==> config.mk <==
export PLATFORM = sky130hd
export DESIGN_NAME = csc_weight_encoder
export DESIGN_NICKNAME = d
export VERILOG_FILES = /design/src/rtl/csc_pkg.sv /design/src/rtl/csc_out_slot.sv /design/src/rtl/csc_weight_encoder.sv
export SDC_FILE = /design/constraint.sdc
export NUM_CORES = 1
export LEC_CHECK = 0
export ABC_AREA = 1
export CAP_MARGIN = 20
export CORE_ASPECT_RATIO = 2
export CORE_MARGIN = 1
export CORE_UTILIZATION = 47
export CTS_BUF_LIST = sky130_fd_sc_hd__clkbuf_2 sky130_fd_sc_hd__clkbuf_4 sky130_fd_sc_hd__clkbuf_8
export DETAILED_ROUTE_END_ITERATION = 6
export PLACE_DENSITY = 0.78
export SLEW_MARGIN = 10
export SYNTH_ARGS = -nofsm -noshare
export SYNTH_HDL_FRONTEND = slang
export SYNTH_SLANG_ARGS = --single-unit
==> constraint.sdc <==
create_clock -name clock -period 1.5 [get_ports clock]
set_input_delay 0.15 -clock clock [delete_from_list [all_inputs] [get_ports clock]]
set_output_delay 0.15 -clock clock [all_outputs]
set_load 0.02 [all_outputs]
==> src/rtl/csc_pkg.sv <==
// Shared definitions for the CSC weight encoder: field widths, the
// terminator word, the {data, count} word packer and the FSM states.
package csc_pkg;

  localparam int CSC_DATA_W = 8;
  localparam int CSC_CNT_W  = 4;
  localparam int CSC_WORD_W = 12;

  // All-zero word that closes a spad write. A real entry always has a
  // nonzero weight field, so it can never look like this word.
  localparam logic [CSC_WORD_W-1:0] CSC_TERM_WORD = 12'h000;

  typedef enum logic [1:0] {
    ST_IDLE   = 2'd0,
    ST_ENCODE = 2'd1,
    ST_TERM   = 2'd2,
    ST_DONE   = 2'd3
  } csc_state_e;

  // Pack one data spad entry: weight in the upper bits, row index below.
  function automatic logic [CSC_WORD_W-1:0] csc_pack(
    input logic [CSC_DATA_W-1:0] data,
    input logic [CSC_CNT_W-1:0]  count
  );
    return {data, count};
  endfunction

endpackage

==> src/rtl/csc_out_slot.sv <==
// One-entry registered output slot with a valid/ready port.
//
// Handshake: a word transfers on a cycle where o_valid and i_ready are both
// high. While o_valid is high and i_ready is low, o_data is held stable.
// o_free tells the producer that a new word may be loaded this cycle: the
// slot is empty, or its current word is transferring now. The producer
// must only raise i_load while o_free is high.
module csc_out_slot #(
  parameter int W = 12
) (
  input  logic         clock,
  input  logic         reset,
  input  logic         i_load,
  input  logic [W-1:0] i_data,
  input  logic         i_ready,
  output logic         o_valid,
  output logic [W-1:0] o_data,
  output logic         o_free
);

  logic         r_valid;
  logic [W-1:0] r_data;

  // Load takes priority over drain so back-to-back words flow at full rate.
  always_ff @(posedge clock or negedge reset) begin
    if (!reset) begin
      r_valid <= 1'b0;
      r_data  <= '0;
    end else if (i_load) begin
      r_valid <= 1'b1;
      r_data  <= i_data;
    end else if (r_valid && i_ready) begin
      r_valid <= 1'b0;
    end
  end

  assign o_valid = r_valid;
  assign o_data  = r_data;
  assign o_free  = !r_valid || i_ready;

endmodule

==> src/rtl/csc_weight_encoder.sv <==
// Streaming CSC encoder feeding the PE weight spads. Dense column-major
// INT8 weights come in; nonzero weights leave as {weight, row} words for
// the data spad, followed by one all-zero terminator, and each column
// produces its exclusive end pointer for the address spad.
//
// Handshake (every port pair here): a transfer happens on a cycle where
// valid and ready are both high; a producer holds valid and payload
// stable until that cycle, and valid never depends on ready.
module csc_weight_encoder
  import csc_pkg::*;
#(
  parameter int SPAD_DEPTH = 108,
  parameter int ADDR_W     = 7
) (
  input  logic                  clock,
  input  logic                  reset,
  input  logic                  start,
  input  logic [CSC_CNT_W-1:0]  cfg_rows,
  input  logic                  in_valid,
  output logic                  in_ready,
  input  logic [CSC_DATA_W-1:0] in_data,
  input  logic                  in_last,
  output logic                  data_out_valid,
  input  logic                  data_out_ready,
  output logic [CSC_WORD_W-1:0] data_out,
  output logic                  data_write_en,
  output logic                  addr_out_valid,
  input  logic                  addr_out_ready,
  output logic [ADDR_W-1:0]     addr_out,
  output logic                  done,
  output logic                  overflow,
  output logic [1:0]            dbg_state
);

  // Last usable data word; the final spad entry is kept for the terminator.
  localparam logic [ADDR_W-1:0] NZ_MAX = ADDR_W'(SPAD_DEPTH - 1);

  csc_state_e r_state;
  csc_state_e w_state_nxt;

  logic [CSC_CNT_W-1:0]  r_row_cnt;
  logic [CSC_CNT_W-1:0]  r_cfg_rows;
  logic [ADDR_W-1:0]     r_nz_cnt;
  logic                  r_overflow;

  logic                  w_data_free;
  logic                  w_addr_free;
  logic                  w_data_valid;
  logic                  w_addr_valid;
  logic [CSC_WORD_W-1:0] w_data_q;
  logic [ADDR_W-1:0]     w_addr_q;

  logic                  w_in_ready;
  logic                  w_accept;
  logic                  w_nonzero;
  logic                  w_room;
  logic                  w_wr_word;
  logic                  w_drop;
  logic                  w_col_end;
  logic [ADDR_W-1:0]     w_nz_next;
  logic                  w_term_load;
  logic                  w_data_load;
  logic [CSC_WORD_W-1:0] w_data_word;
  logic                  w_done;

  // Input is taken only while encoding and when both output slots can
  // absorb whatever this element produces.
  assign w_in_ready = (r_state == ST_ENCODE) && w_data_free && w_addr_free;
  assign w_accept   = in_valid && w_in_ready;
  assign w_nonzero  = |in_data;
  assign w_room     = r_nz_cnt < NZ_MAX;
  assign w_wr_word  = w_accept && w_nonzero && w_room;
  assign w_drop     = w_accept && w_nonzero && !w_room;
  assign w_col_end  = w_accept && ((r_row_cnt == r_cfg_rows) || in_last);

  // The column-end pointer includes the current element when it was written.
  assign w_nz_next  = w_wr_word ? (r_nz_cnt + ADDR_W'(1)) : r_nz_cnt;

  // Terminator goes in once the data slot is empty or draining its last word.
  assign w_term_load = (r_state == ST_TERM) && w_data_free;
  assign w_data_load = w_wr_word || w_term_load;
  assign w_data_word = w_term_load ? CSC_TERM_WORD : csc_pack(in_data, r_row_cnt);

  assign w_done = (r_state == ST_DONE) && w_data_valid && data_out_ready;

  // State register.
  always_ff @(posedge clock or negedge reset) begin
    if (!reset) begin
      r_state <= ST_IDLE;
    end else begin
      r_state <= w_state_nxt;
    end
  end

  // Next-state logic for one matrix: encode, emit terminator, wait for it.
  always_comb begin
    w_state_nxt = r_state;
    case (r_state)
      ST_IDLE:   if (start)                w_state_nxt = ST_ENCODE;
      ST_ENCODE: if (w_accept && in_last)  w_state_nxt = ST_TERM;
      ST_TERM:   if (w_term_load)          w_state_nxt = ST_DONE;
      ST_DONE:   if (w_done)               w_state_nxt = ST_IDLE;
      default:                             w_state_nxt = ST_IDLE;
    endcase
  end

  // Row / nonzero counters, latched geometry and the sticky overflow flag.
  always_ff @(posedge clock or negedge reset) begin
    if (!reset) begin
      r_row_cnt  <= '0;
      r_cfg_rows <= '0;
      r_nz_cnt   <= '0;
      r_overflow <= 1'b0;
    end else if ((r_state == ST_IDLE) && start) begin
      r_row_cnt  <= '0;
      r_cfg_rows <= cfg_rows;
      r_nz_cnt   <= '0;
      r_overflow <= 1'b0;
    end else if (w_accept) begin
      if ((r_row_cnt == r_cfg_rows) || in_last) begin
        r_row_cnt <= '0;
      end else begin
        r_row_cnt <= r_row_cnt + CSC_CNT_W'(1);
      end
      if (w_wr_word) begin
        r_nz_cnt <= w_nz_next;
      end
      if (w_drop) begin
        r_overflow <= 1'b1;
      end
    end
  end

  csc_out_slot #(.W(CSC_WORD_W)) u_data_slot (
    .clock   (clock),
    .reset   (reset),
    .i_load  (w_data_load),
    .i_data  (w_data_word),
    .i_ready (data_out_ready),
    .o_valid (w_data_valid),
    .o_data  (w_data_q),
    .o_free  (w_data_free)
  );

  csc_out_slot #(.W(ADDR_W)) u_addr_slot (
    .clock   (clock),
    .reset   (reset),
    .i_load  (w_col_end),
    .i_data  (w_nz_next),
    .i_ready (addr_out_ready),
    .o_valid (w_addr_valid),
    .o_data  (w_addr_q),
    .o_free  (w_addr_free)
  );

  assign in_ready       = w_in_ready;
  assign data_out_valid = w_data_valid;
  assign data_write_en  = w_data_valid;
  assign data_out       = w_data_q;
  assign addr_out_valid = w_addr_valid;
  assign addr_out       = w_addr_q;
  assign done           = w_done;
  assign overflow       = r_overflow;
  assign dbg_state      = r_state;

endmodule

Word-level counts from Yosys, hierarchy flattened
Index checks and enable logic that the tools add are counted.
- add/subtract/negate cells: 2
- magnitude comparators: 1
- eq/ne operators: 8
- muxes and demuxes: 20
- reduce and logical (&&, ||, !) cells: 31
- operators by type and width (operator ; count):
    $mux W7 ; 4
    $logic_and A1 B1 Y1 ; 14
    $mux W12 ; 1
    $mux W4 ; 3
    $reduce_bool A2 Y1 ; 5
    $mux W2 ; 4
    $pmux W2 S4 ; 1
    $reduce_or A8 Y1 ; 1
    $add A7 B1 Y7 const B ; 1
    $lt A7 B7 Y1 const B ; 1
    $mux W1 ; 7
    $ne A2 B2 Y1 const B ; 3
    $add A4 B1 Y4 const B ; 1
    $eq A2 B2 Y1 const B ; 2
    $eq A4 B4 Y1 ; 1
    $logic_or A1 B1 Y1 ; 4
    $reduce_and A2 Y1 ; 2
    $reduce_and A4 Y1 ; 1
    $logic_not A1 Y1 ; 3
    $eq A2 B1 Y1 const B ; 1
    $logic_not A2 Y1 ; 1
    $ne A2 B1 Y1 const B ; 1
- bits in registers: 39
- bits of input ports: 19
- output and inout bits: 27
- logic and storage cells: 71

Depth between registers and ports, before layout
- word-level depth: 11
- gate-level depth with buffers: 10
- gate-level depth less buffers: 9

Hierarchy
Synthesis repeated with hierarchy kept, for this count alone.
- cell total of the unflattened synthesis: 278
- area total of the unflattened synthesis: 2100.8 um2
- modules (own cells, without submodules) (module ; times used ; cells each ; area an instance (um2) ; sequential area each (um2)):
    csc_weight_encoder ; 1 ; 189 ; 1301.2 ; 450.4
    csc_out_slot (u_data_slot) ; 1 ; 55 ; 494.2 ; 325.3
    csc_out_slot (u_addr_slot) ; 1 ; 34 ; 305.3 ; 200.2

Worst setup path before layout
Ideal clock, no wire load.
- kind: reg-to-reg
- start point: register r_state[1] (netlist: dbg_state[1])
- end point: register u_data_slot.r_data[0] (netlist: u_data_slot.o_data[0])
- setup time: 0.117 ns
- arrival time: 1.505 ns
- data required time: 1.383 ns
- setup slack: -0.122 ns
- stages on the path, launching flop included: 11
- path buffers: 1
- period minus slack after synthesis: 1.622 ns
- cells stage by stage: dfrtp_1 > inv_1 > ha_1 > nand3_4 > nor2_4 > nand3_4 > nand2_4 > inv_4 > buf_6 > nand2_1 > nand2_1
- cells in the longest elaborated chain, start to end: 7
- elaborated cells between the ends (all ways): 10
- classes of those cells: eq/ne: 2; mux: 1; reduce/logical: 7
- ends and longest elaborated chain (item ; line ; RTL):
    from (decl) ; csc_weight_encoder.sv:38 ; csc_state_e r_state;
    from (signal assigned) ; csc_weight_encoder.sv:91 ; r_state <= w_state_nxt;
    $eq A2 B1 Y1 ; csc_weight_encoder.sv:68 ; assign w_in_ready = (r_state == ST_ENCODE) && w_data_free && w_addr_free;
    $logic_and A1 B1 Y1 (2 in series) ; csc_weight_encoder.sv:68 ;
    $logic_and A1 B1 Y1 ; csc_weight_encoder.sv:69 ; assign w_accept = in_valid && w_in_ready;
    $logic_and A1 B1 Y1 (2 in series) ; csc_weight_encoder.sv:72 ; assign w_wr_word = w_accept && w_nonzero && w_room;
    $logic_or A1 B1 Y1 ; csc_weight_encoder.sv:81 ; assign w_data_load = w_wr_word || w_term_load;
    to (signal assigned) ; csc_out_slot.sv:31 ; r_data <= i_data;
    to (decl) ; csc_out_slot.sv:22 ; logic [W-1:0] r_data;
Parallel ways exist; a longest one is shown, timed or not.
A chain may end at the register's enable or synchronous reset.

Worst setup path in the final report
- start point: register r_state[1] (netlist: dbg_state[1])
- end point: register u_addr_slot.r_data[0] (netlist: u_addr_slot.o_data[0])
- cells in the longest elaborated chain, start to end: 7
- elaborated cells between the ends (all ways): 8
- classes of those cells: eq/ne: 1; mux: 1; reduce/logical: 6
- ends and longest elaborated chain (item ; line ; RTL):
    $eq A2 B1 Y1 (*) ; csc_weight_encoder.sv:68 ;
    $logic_and A1 B1 Y1 (*) (2 in series) ; csc_weight_encoder.sv:68 ;
    $logic_and A1 B1 Y1 (*) ; csc_weight_encoder.sv:69 ;
    $logic_and A1 B1 Y1 (2 in series) ; csc_weight_encoder.sv:72 ;
    $mux W7 ; csc_weight_encoder.sv:77 ; assign w_nz_next = w_wr_word ? (r_nz_cnt + ADDR_W'(1)) : r_nz_cnt;
    to (signal assigned) ; csc_out_slot.sv:31 ;
    to (decl) ; csc_out_slot.sv:22 ;
Mark *: on every way between the ends. The rest lies on a longest branch, timed or not.

==> results by group <==
Placed design
  • Routability cong.: 0.9211
  • Port bufs: 45
  • Cell Count Post-Placement: 375
  • Post-DP HPWL: 3.555 mm

Yosys
  • EDFF count, synth: 0
  • Ranking of synthesized cells by area: dfrtp_1 46%, nand2_1 19%, inv_1 4.5%
  • Asr flop ratio synth: 1.000
  • Ys Warns: 0
  • Cell accounting for the most synthesized area: dfrtp_1
  • Top-count cell post-synth: nand2_1
  • Unique masters post-synth: 26
  • Commonest cells post-synth: 109 x nand2_1, 39 x dfrtp_1, 25 x inv_1, 18 x nor2_1, 15 x nand3_1
  • Syn Area/Cell: 8.018 um^2
  • Sequential area share after synthesis: 0.4646
  • FF+latch count, synth: 39
  • Cell Area, Synth: 2101 um^2
  • Top FF cell, synth: dfrtp_1
  • Syn_nets: 288
  • Mapped Cells: 262
  • Top cell type's share of synthesized area: 0.4646

Global routing
  • First-pass GRT wire length: 8.114 mm
  • GRT Total Usage: 0.2281
  • Vias in the first global route: 1846
  • GRT overflow: 0
  • Antenna violations before repair: 0
  • Largest net degree at the start of global routing: 23

Finish
  • Nets: 359
  • Layout filler cell count: 363
  • Storage element area: 978.4 um^2
  • P&R area growth vs syn: 39.55%
  • Area of the multi-input gates: 1016 um^2
  • Fin cells: 388
  • Share of layout cells above drive strength 1: 0.1976
  • N_diodes: 0

Clock network
  • TritonCTS buffer count: 5
  • Clk pin slew, worst setup/hold paths: 80 ps
  • H-tree Lvls: 2
  • Root Buffer: clkbuf_8
  • Clock buffer depth: 2
  • Clock Latency Late Sink: 290 ps
  • CTS tree: done
  • CTS sink count: 39

Critical path
  • Type of destination of the critical path: flip-flop
  • Critical path, cell by cell: inv_2 > ha_4 > nand4_4 > nor2_4 > nand3_1 > nand2_1 > nand2_1 > nand2_1
  • Worst Setup SP: dbg_state[1]
  • Most used cell, CP: nand2_1
  • Critical path class: reg -> reg
  • Worst reg2reg path depth: 8
  • R2R setup slack: 20 ps
  • CP peak stage delay: 430 ps
  • Startpoint Class: flip-flop
  • Critical path depth in cells: 8
  • R2r endpoint: u_addr_slot.o_data[0]
  • WP data required: 1740 ps
  • Crit Path Max Fanout: 7
  • Buffer and inverter count on the worst path: 1
  • Worst EP arrival: 1720 ps
  • Largest delay contributor family on the critical path: simple AND/OR/NAND/NOR gates
  • CP endpoint: u_addr_slot.o_data[0]
  • CP max-delay cell: dfrtp_2
  • RR Startpoint: dbg_state[1]

Power and ir drop
  • Pleak: 1.564 nW
  • Peak supply drop: 1.173 mV
  • PD cells: 1629 nW/um^2
  • Power, Total: 0.004777 W

Worst hold path
  • Hold crit path type: in -> async

Routing
  • Residual DRC: 0
  • Drt first-iter violations: 32
  • Antenna Nets Post-Route: 0
  • Routed WL per cell: 12.35 um
  • Via count: 1874
  • DRT Pass-1 Iters: 4
  • Vias per std cell: 4.830
  • Detailed-route wire length: 4.793 mm

STA
  • Worst Tran Pin Value: 443.4 ps
  • Slew Viols, Final: 0
  • Max Clock Skew: 3.914 ps
  • Min Tclk post-route: 1485 ps
  • Slew headroom: 0.7044
  • Setup-failing EPs final: 0
  • Achievable Freq: 0.6735 GHz
  • Final hold vios: 0
  • Unrepaired setup endpoints after global routing: yes
  • Tcrit/Tclk final: 0.9898

Status
  • Outcome: completed

Floorplan
  • Die width: 49.28 um
  • Num ports: 46
  • Core area: 4297 um^2
  • Die area: 4758 um^2
  • Row Count: 34
  • Initial Util: 0.4889
  • Die height: 96.55 um

Flow run
  • # Max-Cap Violations: 0
-- layout by cell type (no fill, tap or decap), types with 3 or more instances in the layout --
cell type / instances
clkbuf_8: 6
nand4_1: 4
xor2_1: 4
nand3_1: 13
ha_1: 5
nor2_4: 3
nand3_2: 4
o21ai_0: 4
clkdlybuf4s50_1: 38
dlygate4sd2_1: 3
nand2_1: 107
inv_1: 24
nand2_2: 7
dfrtp_1: 37
nor2_1: 18
buf_4: 19
nand2_4: 3
a21oi_1: 5
buf_2: 3
-- worst min-delay path by stage --
stage	slack, ps	endpoint	from
after floorplan	-150	dbg_state[0]	reset
final	330	r_nz_cnt[5]	reset
after CTS	340	r_nz_cnt[5]	reset
after detailed placement	120	r_nz_cnt[5]	reset
after global routing	390	r_nz_cnt[5]	reset
after global placement	120	r_nz_cnt[6]	reset
-- metrics by stage --
| step | hold WS (ps) | setup TNS, ps | util | instance area (um^2) | worst slack, ps |
|---|---|---|---|---|---|
| finish | 328.1 | 0 | 0.6823 | 2932 | 15.28 |
| global route | 387.9 | -607.2 | 0.6823 | 2932 | -59.39 |
| CTS | 336.8 | 0 | 0.6727 | 2890 | 0.1306 |
| detailed placement | 117.3 | -2728 | 0.6412 | 2755 | -202.0 |
| global placement | 117.7 | -1930 | 0.6412 | 2755 | -188.2 |
| floorplan | -145.6 | 0 | - | 2116 | 17.01 |
-- per-layer routing --
metal,up-vias,global-route usage,routed length [um]
li1,944,-,-
met3,13,0.04382,118
met1,877,0.2330,1834
met4,0,0.1373,153
met2,40,0.4212,2687
met5,-,0,0
-- kinds of logic (layout without fill, tap and decap cells) --
kind of cell	after synthesis	in the layout	synth area share
adders and majority gates	7	7	0.04169
buffers and inverters	33	105	0.07027
xor gates and xnor gates	5	5	0.02084
DFF	39	39	0.4646
AOI/OAI and AO/OA	12	12	0.03395
and+or+nand+nor	166	166	0.3687
-- repair_timing --
action	in CTS	in global routing
buffers inserted	2	2
cloned	0	0
setup endpoints to repair	9	25
endpoints found under the hold margin	17	0
resized for setup	11	10
pin swaps	1	3
hold buffers	1	0
-- registers in the layout (all words and copies together), names as in the netlist --
signal and count:
dbg_state 2, overflow 1, r_cfg_rows 4, r_nz_cnt 7
r_row_cnt 4, u_addr_slot.o_data 7, u_addr_slot.o_valid 1, u_data_slot.o_data 12
u_data_slot.o_valid 1
-- cell type report --
type / count / area share
multi-input cells: 190 / 0.3466
flip-flops and latches: 39 / 0.3338
repair buffers: 68 / 0.2177
inverters: 29 / 0.03884
clock buffers: 6 / 0.02817
well taps: 54 / 0.02305
clock inverters: 2 / 0.01195
-- power by group --
group | internal, W | switching, W | leakage (nW)
clock network | 0.000538 | 0.000378 | 0.0612
registers | 0.00135 | 0.000242 | 0.518
logic | 0.000984 | 0.00129 | 0.985
total | 0.00287 | 0.00191 | 1.56
No activity file was read; power rests on OpenSTA's default activity.
